## src/rtl/clock_sequencer.sv

```systemverilog
// Clock-enable sequencer for the 8-bit CPU: free-run, single-tick and single-instruction stepping.
// Optional ISTEP mode and busy flag are built only when CLKSEQ_INSTR_STEP_EN is defined.
module clock_sequencer #(
    parameter int DIV     = 4,
    parameter int DEB_MAX = 255,
    parameter int STEPS   = 5
) (
    input  logic       system_clock,
    input  logic       reset,
    input  logic       run_mode,
    input  logic       step_button,
    input  logic       instr_step,
    input  logic       step_end,
    input  logic       halt,
    output logic       clk_en,
    output logic [2:0] microstep,
    output logic       halted,
    output logic       busy
);

    // state   | meaning
    // IDLE    | manual mode, one tick per debounced press
    // RUN     | free-running prescaled ticks
    // ISTEP   | prescaled ticks until microstep wraps to 0
    // HALTED  | CPU executed HLT, frozen until reset
    typedef enum logic [1:0] {
        S_IDLE   = 2'd0,
        S_RUN    = 2'd1,
        S_ISTEP  = 2'd2,
        S_HALTED = 2'd3
    } state_t;

    localparam logic [7:0] PRE_LAST  = 8'(DIV - 1);
    localparam logic [7:0] DEB_TOP   = 8'(DEB_MAX);
    localparam logic [2:0] LAST_STEP = 3'(STEPS - 1);

    state_t     state, state_next;
    logic [7:0] pre_cnt, pre_next;
    logic       tick;
    logic [7:0] deb_cnt;
    logic       deb_level, deb_level_q;
    logic       press;
    logic       ms_wrap;

    always_ff @(posedge system_clock) begin
        if (reset) begin
            deb_cnt     <= 8'd0;
            deb_level   <= 1'b0;
            deb_level_q <= 1'b0;
        end else begin
            if (step_button && deb_cnt != DEB_TOP)
                deb_cnt <= deb_cnt + 8'd1;
            else if (!step_button && deb_cnt != 8'd0)
                deb_cnt <= deb_cnt - 8'd1;

            if (deb_cnt == DEB_TOP)
                deb_level <= 1'b1;
            else if (deb_cnt == 8'd0)
                deb_level <= 1'b0;

            deb_level_q <= deb_level;
        end
    end

    assign press   = deb_level & ~deb_level_q;
    assign ms_wrap = (microstep == LAST_STEP) || step_end;

    always_comb begin
        state_next = state;
        pre_next   = pre_cnt;
        tick       = 1'b0;
        case (state)
            S_IDLE: begin
                if (halt) begin
                    state_next = S_HALTED;
                end else if (run_mode) begin
                    state_next = S_RUN;
                    pre_next   = 8'd0;
                end else if (press) begin
`ifdef CLKSEQ_INSTR_STEP_EN
                    if (instr_step) begin
                        state_next = S_ISTEP;
                        pre_next   = 8'd0;
                    end else begin
                        tick = 1'b1;
                    end
`else
                    tick = 1'b1;
`endif
                end
            end
            S_RUN: begin
                if (halt) begin
                    state_next = S_HALTED;
                end else if (!run_mode) begin
                    state_next = S_IDLE;
                end else if (pre_cnt == PRE_LAST) begin
                    tick     = 1'b1;
                    pre_next = 8'd0;
                end else begin
                    pre_next = pre_cnt + 8'd1;
                end
            end
`ifdef CLKSEQ_INSTR_STEP_EN
            S_ISTEP: begin
                if (halt) begin
                    state_next = S_HALTED;
                end else if (run_mode) begin
                    state_next = S_RUN;
                    pre_next   = 8'd0;
                end else if (clk_en && ms_wrap) begin
                    // the wrapping tick is the one being delivered now
                    state_next = S_IDLE;
                end else if (pre_cnt == PRE_LAST) begin
                    tick     = 1'b1;
                    pre_next = 8'd0;
                end else begin
                    pre_next = pre_cnt + 8'd1;
                end
            end
`endif
            S_HALTED: begin
                state_next = S_HALTED;
            end
            default: begin
                state_next = S_IDLE;
            end
        endcase
    end

    always_ff @(posedge system_clock) begin
        if (reset) begin
            state     <= S_IDLE;
            pre_cnt   <= 8'd0;
            clk_en    <= 1'b0;
            microstep <= 3'd0;
            halted    <= 1'b0;
        end else begin
            state   <= state_next;
            pre_cnt <= pre_next;
            clk_en  <= tick;
            halted  <= (state_next == S_HALTED);
            // CPU samples the old microstep during clk_en; advance at its end
            if (clk_en)
                microstep <= ms_wrap ? 3'd0 : microstep + 3'd1;
        end
    end

`ifdef CLKSEQ_INSTR_STEP_EN
    always_ff @(posedge system_clock) begin
        if (reset)
            busy <= 1'b0;
        else
            busy <= (state_next == S_ISTEP);
    end
`else
    logic unused_instr_step;
    assign unused_instr_step = instr_step;
    assign busy = 1'b0;
`endif

endmodule

```

## config.mk

```make
export PLATFORM = sky130hd
export DESIGN_NAME = clock_sequencer
export DESIGN_NICKNAME = d
export VERILOG_FILES = /design/src/rtl/clock_sequencer.sv
export SDC_FILE = /design/constraint.sdc
export NUM_CORES = 1
export LEC_CHECK = 0
export ABC_AREA = 1
export CORE_MARGIN = 2
export CORE_UTILIZATION = 33
export CTS_CLUSTER_DIAMETER = 200
export CTS_CLUSTER_SIZE = 24
export DETAILED_ROUTE_END_ITERATION = 12
export GPL_ROUTABILITY_DRIVEN = 0
export PLACE_DENSITY = 0.59
export RECOVER_POWER = 25
export SYNTH_ARGS = -nofsm -noshare
export SYNTH_HDL_FRONTEND = slang
export SYNTH_SLANG_ARGS = --single-unit
export TNS_END_PERCENT = 5
```

## constraint.sdc

```tcl
create_clock -name system_clock -period 3.75 [get_ports system_clock]
set_input_delay 0.75 -clock system_clock [delete_from_list [all_inputs] [get_ports system_clock]]
set_output_delay 0.75 -clock system_clock [all_outputs]
set_load 0.02 [all_outputs]
```

==> results of run 1 <==
==> worst reg2reg max path: stages (launching register included) <==
cell and delay, ns:
dfxtp_1 0.44, nand2_1 0.08, nor2_1 0.13, nand2_1 0.12, nand2_4 0.15, ha_1 0.29, or2_2 0.31, nand3_1 0.12
nand2_1 0.07, nand2_1 0.07, nand3_1 0.07, nand2_1 0.06, nor2_1 0.04
==> cells by family after synthesis <==
logic type      count (synthesis)  synth area share
other cells                     1          0.002727
compound gates                 28            0.1183
simple gates                  101            0.3212
flops                          24            0.3494
fa+ha+maj                      10           0.09645
buf+inv                        26           0.07370
xor+xnor                        6           0.03822
==> sequential cells by signal, summed over array words and instances (netlist names) <==
name,count
deb_cnt,8
pre_cnt,8
microstep,3
clk_en,1
deb_level,1
deb_level_q,1
halted,1
state,1
==> worst max-delay path by stage <==
stage | from | to | slack [ns] | depth (start not counted)
finish | step_button | deb_cnt[7] | 1.31 | 10
global route | step_button | deb_cnt[6] | 1.15 | 10
CTS | step_button | deb_cnt[7] | 1.32 | 8
detailed placement | step_button | deb_cnt[7] | 1.02 | 10
global placement | step_button | deb_cnt[7] | 1.04 | 10
floorplan | step_button | deb_cnt[7] | 1.81 | 9
==> per-layer routing <==
layer | GRT usage | wire length [um] | vias up | share of wire
met2 | 0.2019 | 1136 | 17 | 0.43
met4 | 0.04500 | 31 | 0 | 0.012
li1 | - | - | 664 | -
met5 | 0 | 0 | - | 0
met3 | 0.02435 | 111 | 2 | 0.042
met1 | 0.1643 | 1346 | 483 | 0.51
==> report_power, final <==
group | leakage [uW] | switching, uW | internal, uW
clock | 0.0000357 | 80.7 | 143
sequential | 0.000196 | 21.6 | 276
combinational | 0.000429 | 108 | 77.4
==> layout by cell type (no fill, tap or decap), drive strengths merged <==
cell	netlist	final
o21bai	1	1
clkbuf	1	3
a211oi	1	1
nor3	2	2
nand2	43	43
nand3	11	11
fa	1	1
conb	1	1
xnor2	4	4
nor2	34	34
or2	2	2
nand2b	1	1
clkdlybuf4s50	0	9
dfxtp	24	24
nand4	8	8
ha	9	9
o22ai	2	2
o21ai	6	6
xor2	2	2
a21oi	18	18
bufinv	0	1
dlygate4sd3	0	1
inv	24	24
==> area by class of cell <==
type	count	area [um2]
flip-flops and latches	24	480.5
clock inverters	1	30.03
well taps	50	62.56
repair buffers	10	100.1
clock buffers	3	41.29
multi-input cells	146	778.2
fillers	440	2417
inverters	24	90.09
==> through the flow <==
stage	hold WS (ns)	cell area [um2]	instances	power (uW)
finish	0.4785	1583	258	706.5
global route	0.5271	1583	258	757.2
CTS	0.4868	1598	258	718.4
detailed placement	0.4659	1526	254	490.8
global placement	0.4628	1526	254	490.9
floorplan	0.4334	1375	196	450.2
==> summary.md, run 1 <==
| Metric | Value |
|---|---|
| ANT cells | `0` |
| Max-slew violations | `0` |
| Slew headroom | `0.5691` |
| CP top delay family | `simple AND/OR/NAND/NOR gates` |
| Lkg Pwr | `0.0006608 uW` |
| Die Ht | `68.55 um` |
| Max frequency | `409.9 MHz` |
| WHS Endpoint | `deb_level_q` |
| Synth Instances | `196` |
| Ys Warns | `0` |
| Pre-Repair DR Iteration Count | `4` |
| WL/cell | `10.17 um` |
| DRC violations left | `0` |
| P&R area growth vs syn | `15.10%` |
| Crit Path Max Fanout | `9` |
| Critical R2R Launch | `deb_cnt[0]` |
| CP required | `3.91 ns` |
| Critical path's slowest cell | `clkdlybuf4s50_1` |
| Post-route core utilization | `0.3957` |
| CP Class | `primary input to register` |
| Die area | `4699 um2` |
| Share of cells above drive strength 1 | `0.03846` |
| Fin worst setup slack | `1.310 ns` |
| Final net count | `226` |
| Row cnt | `23` |
| FF-to-FF End | `deb_cnt[7]` |
| Pwr dens | `446.3 nW/um2` |
| Routed wire length | `2625 um` |
| Final worst path period share | `0.6505` |
| CP startpoint kind | `primary input` |
| H-tree Lvls | `1` |
| Syn_nets | `213` |
| Biggest area consumer among synthesized cells | `dfxtp_1` |
| Max-Cap Viols | `0` |
| Pre-CTS setup slack | `1.024 ns` |
| Antenna violations before repair | `0` |
| Vias in the first global route | `1009` |
| Top Ports | `13` |
| CTS Buffer Depth | `2` |
| Worst Hold Class | `register to register` |
| Worst-path cell chain | `clkdlybuf4s50_1 -> nand2_4 -> ha_1 -> or2_2 -> nand3_1 -> nand2_1 -> nand2_1 -> nand3_1 -> nand2_1 -> nor2_1` |
| Critical path arrival | `2.60 ns` |
| Sequential area share after synthesis | `0.3494` |
| Critical hold path startpoint | `deb_level` |
| Worst Skew | `0.003088 ns` |
| Die W | `68.55 um` |
| Hold Path Cell Cnt | `2` |
| Starting density of the core | `0.3438` |
| Remaining global-route overflow | `0` |
| Buf/Inv on CP | `1` |
| Total number of vias | `1166` |
| Worst-case reg-to-reg path depth | `12` |
| R2R Setup Slk | `1.69 ns` |
| Number of nets with antenna violations after routing | `0` |
| Worst slew pin tran | `0.6395 ns` |
| Synth top area share | `0.3494` |
| Leading cell type by number of instances after synthesis | `nand2_1` |
| CTS buffer count | `3` |
| Gr usage total | `0.1247` |
| Peak supply drop | `0.1920 mV` |
| Post-layout min period | `2.440 ns` |
| Core area | `4000 um2` |
| Clk root buf | `clkbuf_8` |
| 1st-iter DRT viols | `69` |
| Clk slew on worst S/H paths | `0.08 ns` |
| Post-CTS Hold Buffers | `0` |
| DP HPWL | `2021 um` |
| Number of enable flip-flop cells after synthesis | `0` |
| TritonCTS clock tree | `yes` |
| Critical Path Sink Type | `register` |
| First-pass GRT wire length | `4395 um` |
| Most used DFF post-synth | `dfxtp_1` |
| Max incr delay on CP | `0.61 ns` |
| Worst-skew pair later-pin latency | `0.26 ns` |
| Mapped Area | `1375 um2` |
| Ys async rst share | `0` |
| Clock sinks | `24` |
| Most frequent cells after synthesis | `nand2_1 (42), nor2_1 (34), dfxtp_1 (24), inv_1 (23), a21oi_1 (18)` |
| Cts repair resizes | `0` |
| Vias/cell | `4.519` |
| Netlist cell types | `26` |
| Crit-path most repeated cell | `nand2_1` |
| Flops & latches, synth | `24` |
| Post-CTS setup repair buffer count | `0` |
| Final setup vio count | `0` |
| Setup TNS | `0 ns` |
| Hold Vio Cnt, Final | `0` |
| Unrepaired setup endpoints after global routing | `no` |
| Synth top area cells | `dfxtp_1 (35%), nand2_1 (11%), nor2_1 (9.3%)` |
| Port-buffer cells | `10` |
| Largest net degree at the start of global routing | `15` |
| Syn avg cell area | `7.016 um2` |
| Status | `completed` |
Power figures use the tool's default switching activity.
==> run 2, diff against run 1 <==
--- a/config.mk
+++ b/config.mk
@@ -12,7 +12,7 @@
 export CTS_CLUSTER_SIZE = 24
 export DETAILED_ROUTE_END_ITERATION = 12
 export GPL_ROUTABILITY_DRIVEN = 0
-export PLACE_DENSITY = 0.59
+export PLACE_DENSITY = 0.61
 export RECOVER_POWER = 25
 export SYNTH_ARGS = -nofsm -noshare
 export SYNTH_HDL_FRONTEND = slang
==> constraint.sdc (replaced) <==
create_clock -name system_clock -period 2 [get_ports system_clock]
set_input_delay 0.4 -clock system_clock [delete_from_list [all_inputs] [get_ports system_clock]]
set_output_delay 0.4 -clock system_clock [all_outputs]
set_load 0.02 [all_outputs]
==> summary.md, run 2 (synthesized netlist as in run 1, its figures left out) <==
| Metric | Value |
|---|---|
| Status | `completed` |
| Pre-Repair DR Iteration Count | `4 (unchanged)` |
| TritonCTS clock tree | `yes` |
| Worst Hold Class | `register to register` |
| Pwr dens | `815.2 nW/um2 (+83%)` |
| Pre-CTS setup slack | `-0.2024 ns (-1.226 ns)` |
| Die Ht | `68.55 um (unchanged)` |
| WL/cell | `10.11 um (-0.64%)` |
| Lkg Pwr | `0.0007533 uW (+14%)` |
| Clk root buf | `clkbuf_8` |
| Vias in the first global route | `1131 (+12%)` |
| Critical path arrival | `1.98 ns (-0.62 ns)` |
| CTS Buffer Depth | `2 (unchanged)` |
| Die area | `4699 um2 (unchanged)` |
| Top Ports | `13 (unchanged)` |
| CP Class | `register to register` |
| Hold Vio Cnt, Final | `0 (unchanged)` |
| 1st-iter DRT viols | `63 (-8.7%)` |
| Largest net degree at the start of global routing | `15 (unchanged)` |
| Gr usage total | `0.1351 (+0.01032)` |
| Fin worst setup slack | `0.1755 ns (-1.135 ns)` |
| Vias/cell | `4.642 (+2.7%)` |
| Row cnt | `23 (unchanged)` |
| Cell area after layout | `1735 um2 (+9.6%)` |
| Crit Path Max Fanout | `8 (-1)` |
| Antenna violations before repair | `0 (unchanged)` |
| Critical Path Sink Type | `register` |
| Max-Cap Viols | `0 (unchanged)` |
| First-pass GRT wire length | `4774 um (+8.6%)` |
| Peak supply drop | `0.2892 mV (+51%)` |
| H-tree Lvls | `1 (unchanged)` |
| Worst-skew pair later-pin latency | `0.26 ns (about the same)` |
| DRC violations left | `0 (unchanged)` |
| Max frequency | `548.1 MHz` |
| Starting density of the core | `0.3438 (unchanged)` |
| Port-buffer cells | `10 (unchanged)` |
| Die W | `68.55 um (unchanged)` |
| P&R area growth vs syn | `26.21%` |
| Reg power frac | `0.395 (-0.027)` |
| Post-layout min period | `1.825 ns` |
| Placed cell areas | `1632 um2 (+6.9%)` |
| CP startpoint kind | `register` |
| Final net count | `242 (+7.1%)` |
| Switching power total | `414.4 uW (+97%)` |
| Total number of vias | `1272 (+9.1%)` |
| Switching share of total power | `0.2929 (-0.004783)` |
| Final worst path period share | `0.9123` |
| Clock sinks | `24 (unchanged)` |
| Clk slew on worst S/H paths | `0.09 ns (about the same)` |
| Core area | `4000 um2 (unchanged)` |
| Worst Skew | `0.004388 ns (+0.001300 ns)` |
| DP HPWL | `2140 um (+5.9%)` |
| Clk network pwr share | `0.294 (-0.022)` |
| CTS buffer count | `3 (unchanged)` |
| Internal Power | `1000 uW (+100%)` |
| CP required | `2.16 ns (-1.75 ns)` |
| ANT cells | `0 (unchanged)` |
| Final setup vio count | `0 (unchanged)` |
| Remaining global-route overflow | `0 (unchanged)` |
| Commonest non-fill, non-tap cell in the layout | `nand2_1` |
| Unrepaired setup endpoints after global routing | `no` |
| Biggest regs | `deb_cnt (8), pre_cnt (8), microstep (3)` |
| Comb power frac | `0.311 (+0.049)` |
| Post-route core utilization | `0.4338 (+0.03816)` |
| Max-slew violations | `0 (unchanged)` |
| Routed wire length | `2770 um (+5.5%)` |
| Number of nets with antenna violations after routing | `0 (unchanged)` |
| Post-CTS Hold Buffers | `0 (unchanged)` |
| Commonest cells after routing, fill and taps aside | `nand2_1 (41), nor2_1 (34), inv_1 (23)` |
| Share of cells above drive strength 1 | `0.1563 (+0.1178)` |
-- run 2: cell count changes in the layout (fill, tap and decap cells not counted), moves of 2 or more --
| cell | before | now |
|---|---|---|
| buf_4 | 0 | 16 |
| clkdlybuf4s50_1 | 9 | 7 |
| dfxtp_1 | 24 | 19 |
| dfxtp_2 | 0 | 5 |
-- run 2: cell type report --
cell class                 count  area (um2)
inverter                      24       90.09
clock inverter                 1       30.03
multi-input combinational    146       802.0
timing repair buffer          26       222.7
clock buffer                   3       41.29
fill                         437        2265
tap                           50       62.56
sequential                    24       486.7
-- run 2: power by group through the flow --
stage	sequential, uW	clock (uW)	combinational (uW)
after floorplan	561	0	283
after global placement	564	0	426
after detailed placement	564	0	430
after CTS	554	432	433
after global routing	563	455	512
final	559	416	440
-- run 2: per-layer routing --
layer	GRT usage	vias up	routed length, um
met1	0.1753	562	1407
met5	0	-	0
met2	0.2248	11	1280
li1	-	697	-
met3	0.01461	2	48
met4	0.06000	0	34
-- run 2: critical path, stage by stage, from the launching register on --
cell and delay [ns]:
dfxtp_1 0.38, nand2_1 0.06, nor2_1 0.11, nand2_2 0.08
nand2_4 0.12, ha_1 0.24, or2_2 0.30, nand3_1 0.12
nand2_1 0.06, nand2_1 0.07, nand3_1 0.08, nand2_1 0.06
nor2_1 0.04
-- run 2: metrics by stage --
step	total power [uW]	setup TNS, ns	instances	hold WS [ns]
floorplan	844.2	0	196	0.4334
global placement	989.4	-0.6493	268	0.4596
detailed placement	993.8	-0.7552	268	0.4624
CTS	1418	0	272	0.4791
global route	1530	0	274	0.5009
finish	1415	0	274	0.4771
-- run 2: final timing paths --
| path | to | slack, ns | depth (start not counted) | startpoint |
|---|---|---|---|---|
| worst max-delay path | deb_cnt[7] | 0.18 | 12 | deb_cnt[5] |
| worst min-delay path | deb_level_q | 0.48 | 2 | deb_level |
| worst max register to register | deb_cnt[7] | 0.18 | 12 | deb_cnt[5] |
| worst min register to register | deb_level_q | 0.48 | 2 | deb_level |
-- run 2: what timing repair did --
action                     4_1_cts  5_1_grt
setup endpoints to repair        0        3
hold endpoints to repair         0        0
setup buffers                    0        2
resized for setup                0        9
